$ cat src/rtl/mem_port_arbiter_pkg.sv
// -----------------------------------------------------------------------------
// mem_port_arbiter_pkg
// Shared constants and types for the unified-memory port arbiter that sits
// between the instruction-fetch (IF) and data-memory (DM) pipeline stages.
//   WORD_WIDTH   : data/address width of the pipeline
//   MEM_LATENCY  : default number of memory cycles per access
//   CNT_WIDTH    : width of the access latency counter (covers 1..15)
//   SEL_IF/DM    : encoding of the external address mux select
//   arb_state_e  : arbiter FSM states
// -----------------------------------------------------------------------------
package mem_port_arbiter_pkg;

   localparam int WORD_WIDTH  = 32;
   localparam int MEM_LATENCY = 2;
   localparam int CNT_WIDTH   = 4;

   localparam logic SEL_IF = 1'b0;
   localparam logic SEL_DM = 1'b1;

   typedef enum logic [1:0] {
      ARB_IDLE = 2'd0,
      ARB_BUSY = 2'd1,
      ARB_RESP = 2'd2
   } arb_state_e;

   // Counter value loaded at grant: the last BUSY cycle is the one where the
   // counter reads zero, so LATENCY cycles need a start value of LATENCY-1.
   function automatic logic [CNT_WIDTH-1:0] latency_load(input int lat);
      return CNT_WIDTH'(lat - 1);
   endfunction

endpackage

$ cat src/rtl/mem_port_arbiter_arb_rr_pick.sv
// -----------------------------------------------------------------------------
// arb_rr_pick
// Two-way round-robin pick (combinational).
//   req[1:0]   : request vector, bit 0 = IF, bit 1 = DM
//   last_grant : requester granted most recently (SEL_IF / SEL_DM)
//   grant      : requester to serve next (meaningful only when any_req is 1)
//   any_req    : at least one request is pending
// -----------------------------------------------------------------------------
module arb_rr_pick
   import mem_port_arbiter_pkg::*;
(
   input  logic [1:0] req,
   input  logic       last_grant,
   output logic       grant,
   output logic       any_req
);

   // Single requester wins outright; on a tie the one not served last wins.
   always_comb begin
      grant   = SEL_IF;
      any_req = |req;
      case (req)
         2'b01:   grant = SEL_IF;
         2'b10:   grant = SEL_DM;
         2'b11:   grant = ~last_grant;
         default: grant = SEL_IF;
      endcase
   end

endmodule

$ cat src/rtl/mem_port_arbiter.sv
// -----------------------------------------------------------------------------
// mem_port_arbiter
// Shares one single-ported memory between IF (requester 0) and DM
// (requester 1). Round-robin grant, fixed-latency access, one-cycle done
// pulse with registered read data to the granted requester.
//   clk       : system clock, rising edge
//   rst       : asynchronous active-low reset
//   if_req    : IF read request, held until if_done
//   if_done   : one-cycle pulse, if_rdata valid in the same cycle
//   if_rdata  : IF read data register
//   dm_req    : DM request, held until dm_done
//   dm_we     : DM write enable, sampled at grant
//   dm_done   : one-cycle pulse, dm_rdata valid in the same cycle (reads)
//   dm_rdata  : DM read data register
//   mem_sel   : external address mux select (0 = IF, 1 = DM)
//   mem_en    : memory access enable
//   mem_we    : memory write strobe
//   mem_rdata : memory read data, valid in the last BUSY cycle
// The address mux and the write-data path (dm_wdata) live outside this block.
// -----------------------------------------------------------------------------
module mem_port_arbiter
   import mem_port_arbiter_pkg::*;
#(
   parameter int WORD_WIDTH = mem_port_arbiter_pkg::WORD_WIDTH,
   parameter int LATENCY    = MEM_LATENCY
)(
   input  logic                  clk,
   input  logic                  rst,
   input  logic                  if_req,
   output logic                  if_done,
   output logic [WORD_WIDTH-1:0] if_rdata,
   input  logic                  dm_req,
   input  logic                  dm_we,
   output logic                  dm_done,
   output logic [WORD_WIDTH-1:0] dm_rdata,
   output logic                  mem_sel,
   output logic                  mem_en,
   output logic                  mem_we,
   input  logic [WORD_WIDTH-1:0] mem_rdata
);

   arb_state_e            r_state;
   logic [CNT_WIDTH-1:0]  r_cnt;
   logic                  r_last_grant;
   logic                  r_mem_sel;
   logic                  r_mem_en;
   logic                  r_mem_we;
   logic                  r_if_done;
   logic                  r_dm_done;
   logic [WORD_WIDTH-1:0] r_if_rdata;
   logic [WORD_WIDTH-1:0] r_dm_rdata;

   logic [1:0]            w_req;
   logic                  w_grant;
   logic                  w_any_req;

   assign w_req = {dm_req, if_req};

   arb_rr_pick u_pick (
      .req        (w_req),
      .last_grant (r_last_grant),
      .grant      (w_grant),
      .any_req    (w_any_req)
   );

   // Arbiter FSM: grant in IDLE, count out the access in BUSY, pulse done in RESP.
   always_ff @(posedge clk or negedge rst) begin
      if (!rst) begin
         r_state      <= ARB_IDLE;
         r_cnt        <= 4'd0;
         r_last_grant <= SEL_DM;
         r_mem_sel    <= SEL_IF;
         r_mem_en     <= 1'b0;
         r_mem_we     <= 1'b0;
         r_if_done    <= 1'b0;
         r_dm_done    <= 1'b0;
         r_if_rdata   <= '0;
         r_dm_rdata   <= '0;
      end else begin
         case (r_state)
            ARB_IDLE: begin
               r_if_done <= 1'b0;
               r_dm_done <= 1'b0;
               if (w_any_req) begin
                  r_state      <= ARB_BUSY;
                  r_mem_sel    <= w_grant;
                  r_last_grant <= w_grant;
                  r_mem_we     <= dm_we & (w_grant == SEL_DM);
                  r_mem_en     <= 1'b1;
                  r_cnt        <= latency_load(LATENCY);
               end else begin
                  r_state  <= ARB_IDLE;
                  r_mem_en <= 1'b0;
                  r_mem_we <= 1'b0;
               end
            end
            ARB_BUSY: begin
               if (r_cnt == 4'd0) begin
                  r_state  <= ARB_RESP;
                  r_mem_en <= 1'b0;
                  r_mem_we <= 1'b0;
                  if (r_mem_sel == SEL_IF) begin
                     r_if_done  <= 1'b1;
                     r_if_rdata <= mem_rdata;
                  end else begin
                     r_dm_done <= 1'b1;
                     // A write returns no data, so the last read value stays.
                     if (!r_mem_we) begin
                        r_dm_rdata <= mem_rdata;
                     end else begin
                        r_dm_rdata <= r_dm_rdata;
                     end
                  end
               end else begin
                  r_cnt <= r_cnt - 4'd1;
               end
            end
            ARB_RESP: begin
               // Requests are not looked at here; a held request is
               // re-arbitrated from IDLE on the following edge.
               r_state   <= ARB_IDLE;
               r_if_done <= 1'b0;
               r_dm_done <= 1'b0;
            end
            default: begin
               r_state   <= ARB_IDLE;
               r_mem_en  <= 1'b0;
               r_mem_we  <= 1'b0;
               r_if_done <= 1'b0;
               r_dm_done <= 1'b0;
            end
         endcase
      end
   end

   assign if_done  = r_if_done;
   assign dm_done  = r_dm_done;
   assign if_rdata = r_if_rdata;
   assign dm_rdata = r_dm_rdata;
   assign mem_sel  = r_mem_sel;
   assign mem_en   = r_mem_en;
   assign mem_we   = r_mem_we;

endmodule

$ cat config.mk
export PLATFORM = sky130hd
export DESIGN_NAME = mem_port_arbiter
export DESIGN_NICKNAME = d
export VERILOG_FILES = /design/src/rtl/mem_port_arbiter_pkg.sv /design/src/rtl/mem_port_arbiter_arb_rr_pick.sv /design/src/rtl/mem_port_arbiter.sv
export SDC_FILE = /design/constraint.sdc
export NUM_CORES = 1
export LEC_CHECK = 0
export CAP_MARGIN = 20
export CORE_UTILIZATION = 40
export CTS_CLUSTER_DIAMETER = 200
export CTS_CLUSTER_SIZE = 16
export DETAILED_ROUTE_END_ITERATION = 10
export PLACE_DENSITY = 0.76
export SETUP_SLACK_MARGIN = 0.5
export SYNTH_ARGS = -nofsm -noshare
export SYNTH_HDL_FRONTEND = slang
export SYNTH_HIERARCHICAL = 1
export SYNTH_SLANG_ARGS = --single-unit
$ cat constraint.sdc
create_clock -name clk -period 4.5 [get_ports clk]
set_input_delay 0.9 -clock clk [delete_from_list [all_inputs] [get_ports clk]]
set_output_delay 0.9 -clock clk [all_outputs]
set_load 0.005 [all_outputs]
==> summary.md <==
| Metric | Value |
|---|---|
| Yosys cell types | 33 |
| Share of power burned in registers | 0.394 |
| Initial Util | 0.423 |
| Layout net count | 339 |
| Sink Count | 76 |
| Sequential fraction of the synthesis area | 0.607 |
| Pin count of the biggest net entering global routing | 77 |
| Total CTS buffers | 9 |
| Via density | 4.77 |
| Reg2Reg Launch Point | r_cnt[0]$_DFFE_PN0P_ |
| Yosys reg bits | 76 |
| All-Layer GR Usage | 0.158 |
| CP Class | reg2reg |
| Ant. Diodes | 0 |
| MaxCap Viol Count | 0 |
| VDD IR max | 0.000403 V |
| R2R cell count | 5 |
| Worst path slowest cell | or4b_4 |
| IO Count | about 110 |
| GPL Wtd Cong | 0.818 |
| Non-Filler Instances | just over 400 |
| DRT Pass-1 Iters | 4 |
| Area growth syn-to-layout | 41.1% |
| Bufs and invs on worst path | 1 |
| Critical path's largest stage delay | about 0.82 ns |
| Switching portion of total power | 0.274 |
| Die H | 90.5 microns |
| DR WL/cell | about 15 microns |
| P_leak | roughly 1.9 nW |
| Fillers | 579 |
| CTS root buf | clkbuf_8 |
| Post-placement cell count | 388 |
| WP data arrival | 2.71 ns |
| Worst-path maximum fanout | 32 |
| Post-Synthesis Cells | 192 |
| Status | complete, no violations |
| CORE AREA | 7410 sq um |
| Grt total ovfl | 0 |
| WL final | 6.07 mm |
| Clock slew at reported path FFs | 0.08 ns |
| Area of the die | 8190 sq um |
| Tcrit/Tclk final | 0.553 |
| RSZ-0062 raised after global routing | no |
| CTS Buffer Depth | 2 |
| Hold path start | if_rdata[31]$_DFFE_PN0P_ |
| First-pass GRT wire length | 10.1 mm |
| Syn Nets | 231 |
| Hold Path Stages | 1 |
| Postcts setup bufs | 0 |
| Syn Area/Cell | 16.3 sq um |
| Antenna violations before repair | 0 |
| Flop-to-flop setup slack | 2.01 ns |
| Htree depth | 3 |
| Startpoint Class | register |
| Post-layout power | 3.18 mW |
| Buffers on Ports | 105 |
| DRC Markers | 0 |
| Final Setup Violations | 0 |
| Post-layout min period | 2.49 ns |
| Resize count post-CTS | 0 |
| CP Launch Point | r_cnt[0]$_DFFE_PN0P_ |
| Psw | between 800 and 900 uW |
| Share of layout cells above drive strength 1 | 0.292 |
| Tightest Pin Transition | approximately 0.93 ns |
| Max-slew violation count | 0 |
| Clock Power Share | 0.161 |
| DR vias | 1927 |
| Max_slew headroom | 0.380 |
| Flip-flop and latch area | 1900 sq um |
| PwrDens | 720 nW/um^2 |
| Final-report hold violation count | 0 |
| Internal Pwr Total | 2.31 mW |
| Most common cell after layout, fill and taps aside | clkdlybuf4s50_1 |
| Logic pwr share | 0.445 |
| Crit. End Element | register |
| Multi-input gate area | 1120 sq um |
| Clk_lat worst skew | 0.34 ns |
| Worst Skew | 0.00575 ns |
| WHS Endpoint | if_rdata[31]$_DFFE_PN0P_ |
| Synth Cell Area | 3130 sq um |
| Crit path max-delay family | simple AND/OR/NAND/NOR gates |
| Row count | 31 |
| FMAX | 0.402 GHz |
| R2r endpoint | dm_rdata[8]$_DFFE_PN0P_ |
| Detail Route Antenna Nets | 0 |
| Sum Neg Setup Slack | 0 ns |
| Critical Path, Cell by Cell | inv_1 > ha_1 > or3b_4 > or4b_4 > mux2_4 |
| Most frequent cells in the layout | 104 x clkdlybuf4s50_1, 75 x dfrtp_1, 37 x mux2_2 |
| Starting DRT DRC Count | 67 |
| Vias in the first global route | 2034 |
| Post-detailed-placement half-perimeter wirelength | between 4 and 5 mm |
| CTS tree | yes |
| Die Wd | 90.5 microns |
| Final Core Density | 0.597 |
| Cts hold-fix bufs | 0 |
| Critical Path RT | between 4 and 5 ns |
| Min-Delay Path Class | reg2reg |
| Synth warnings | 6 |
==> layer usage <==
metal  global-route usage  vias to the layer above  part of all wire
met2                0.242                       76              0.47
met5                    0                        -                 0
met3               0.0572                        7             0.070
li1                     -                      895                 -
met1                0.207                      949              0.45
met4               0.0565                        0            0.0099
==> registers in the layout (all words and copies together), names as in the netlist <==
| signal | flops |
|---|---|
| r_last_grant | 1 |
| mem_we | 1 |
| if_rdata | 32 |
| r_cnt | 4 |
| mem_en | 1 |
| r_state | 2 |
| mem_sel | 1 |
| dm_rdata | 32 |
| dm_done | 1 |
| if_done | 1 |
==> metrics by stage <==
| step | area, sq um | hold WS [ns] | setup WS (ns) |
|---|---|---|---|
| after floorplan | 3130 | 0.485 | 2.26 |
| after global placement | 4220 | 0.489 | 2.08 |
| after detailed placement | 4220 | 0.489 | 2.02 |
| after CTS | 4420 | 0.515 | 2.02 |
| after global routing | 4420 | 0.526 | 1.95 |
| final | 4420 | 0.512 | 2.01 |
==> synthesized netlist by cell type <==
master,n,area share
nand2_1,1,0.0012
o31a_1,1,0.0028
mux2_2,37,0.13
a21boi_1,1,0.0024
dfrtp_1,75,0.60
buf_2,3,0.0048
nand2b_1,1,0.0020
o2bb2ai_1,2,0.0056
a2111oi_0,1,0.0028
or4b_4,1,0.0044
or2_1,1,0.0020
inv_1,4,0.0048
mux2_4,30,0.14
a32o_1,1,0.0032
a311o_1,1,0.0032
clkbuf_1,2,0.0024
and2_1,1,0.0020
nor2b_1,2,0.0040
buf_12,3,0.019
nor3b_1,2,0.0048
buf_6,1,0.0036
or3_1,1,0.0020
nand3_1,3,0.0048
or3_2,1,0.0024
dfstp_2,1,0.0084
ha_1,2,0.0080
o21ai_0,1,0.0016
o21bai_1,1,0.0024
a22oi_1,1,0.0024
a32oi_1,1,0.0028
a21oi_1,3,0.0048
nor2_1,5,0.0060
or3b_4,1,0.0036
==> power groups by stage <==
stage / Clock, mW / Combinational [mW] / Sequential, mW
CTS: 0.535 / 1.44 / 1.25
global route: 0.563 / 1.52 / 1.30
detailed placement: 0 / 1.44 / 1.26
finish: 0.512 / 1.42 / 1.25
floorplan: 0 / 0.676 / 1.25
global placement: 0 / 1.40 / 1.25
==> area by class of cell <==
cell class / instances / share of cell area
Multi-Input combinational cell: 103 / 0.254
Inverter: 4 / 0.00340
Clock inverter: 6 / 0.0144
Sequential cell: 76 / 0.431
Tap cell: 99 / 0.0280
Timing Repair Buffer: 106 / 0.239
Clock buffer: 10 / 0.0311
==> worst max path at each step <==
stage | slack [ns] | depth (start not counted) | end
6_report | 2.01 | 5 | dm_rdata[8]$_DFFE_PN0P_
2_1_floorplan | 2.26 | 7 | dm_rdata[10]$_DFFE_PN0P_
3_3_place_gp | 2.08 | 5 | dm_rdata[9]$_DFFE_PN0P_
5_1_grt | 1.95 | 5 | dm_rdata[30]$_DFFE_PN0P_
3_5_place_dp | 2.02 | 5 | dm_rdata[6]$_DFFE_PN0P_
4_1_cts | 2.02 | 5 | dm_rdata[30]$_DFFE_PN0P_
==> kinds of logic (layout without fill, tap and decap cells) <==
kind of cell | Yosys count | after routing | synth area share
AND/OR/NAND/NOR | 20 | 20 | 0.0391
flip-flops | 76 | 76 | 0.607
buffers and inverters | 13 | 126 | 0.0347
AO/OA/AOI/OAI | 14 | 14 | 0.0339
multiplexers | 67 | 67 | 0.277
adder cells (fa/ha/maj) | 2 | 2 | 0.00799
No activity file was read; power rests on OpenSTA's default activity.
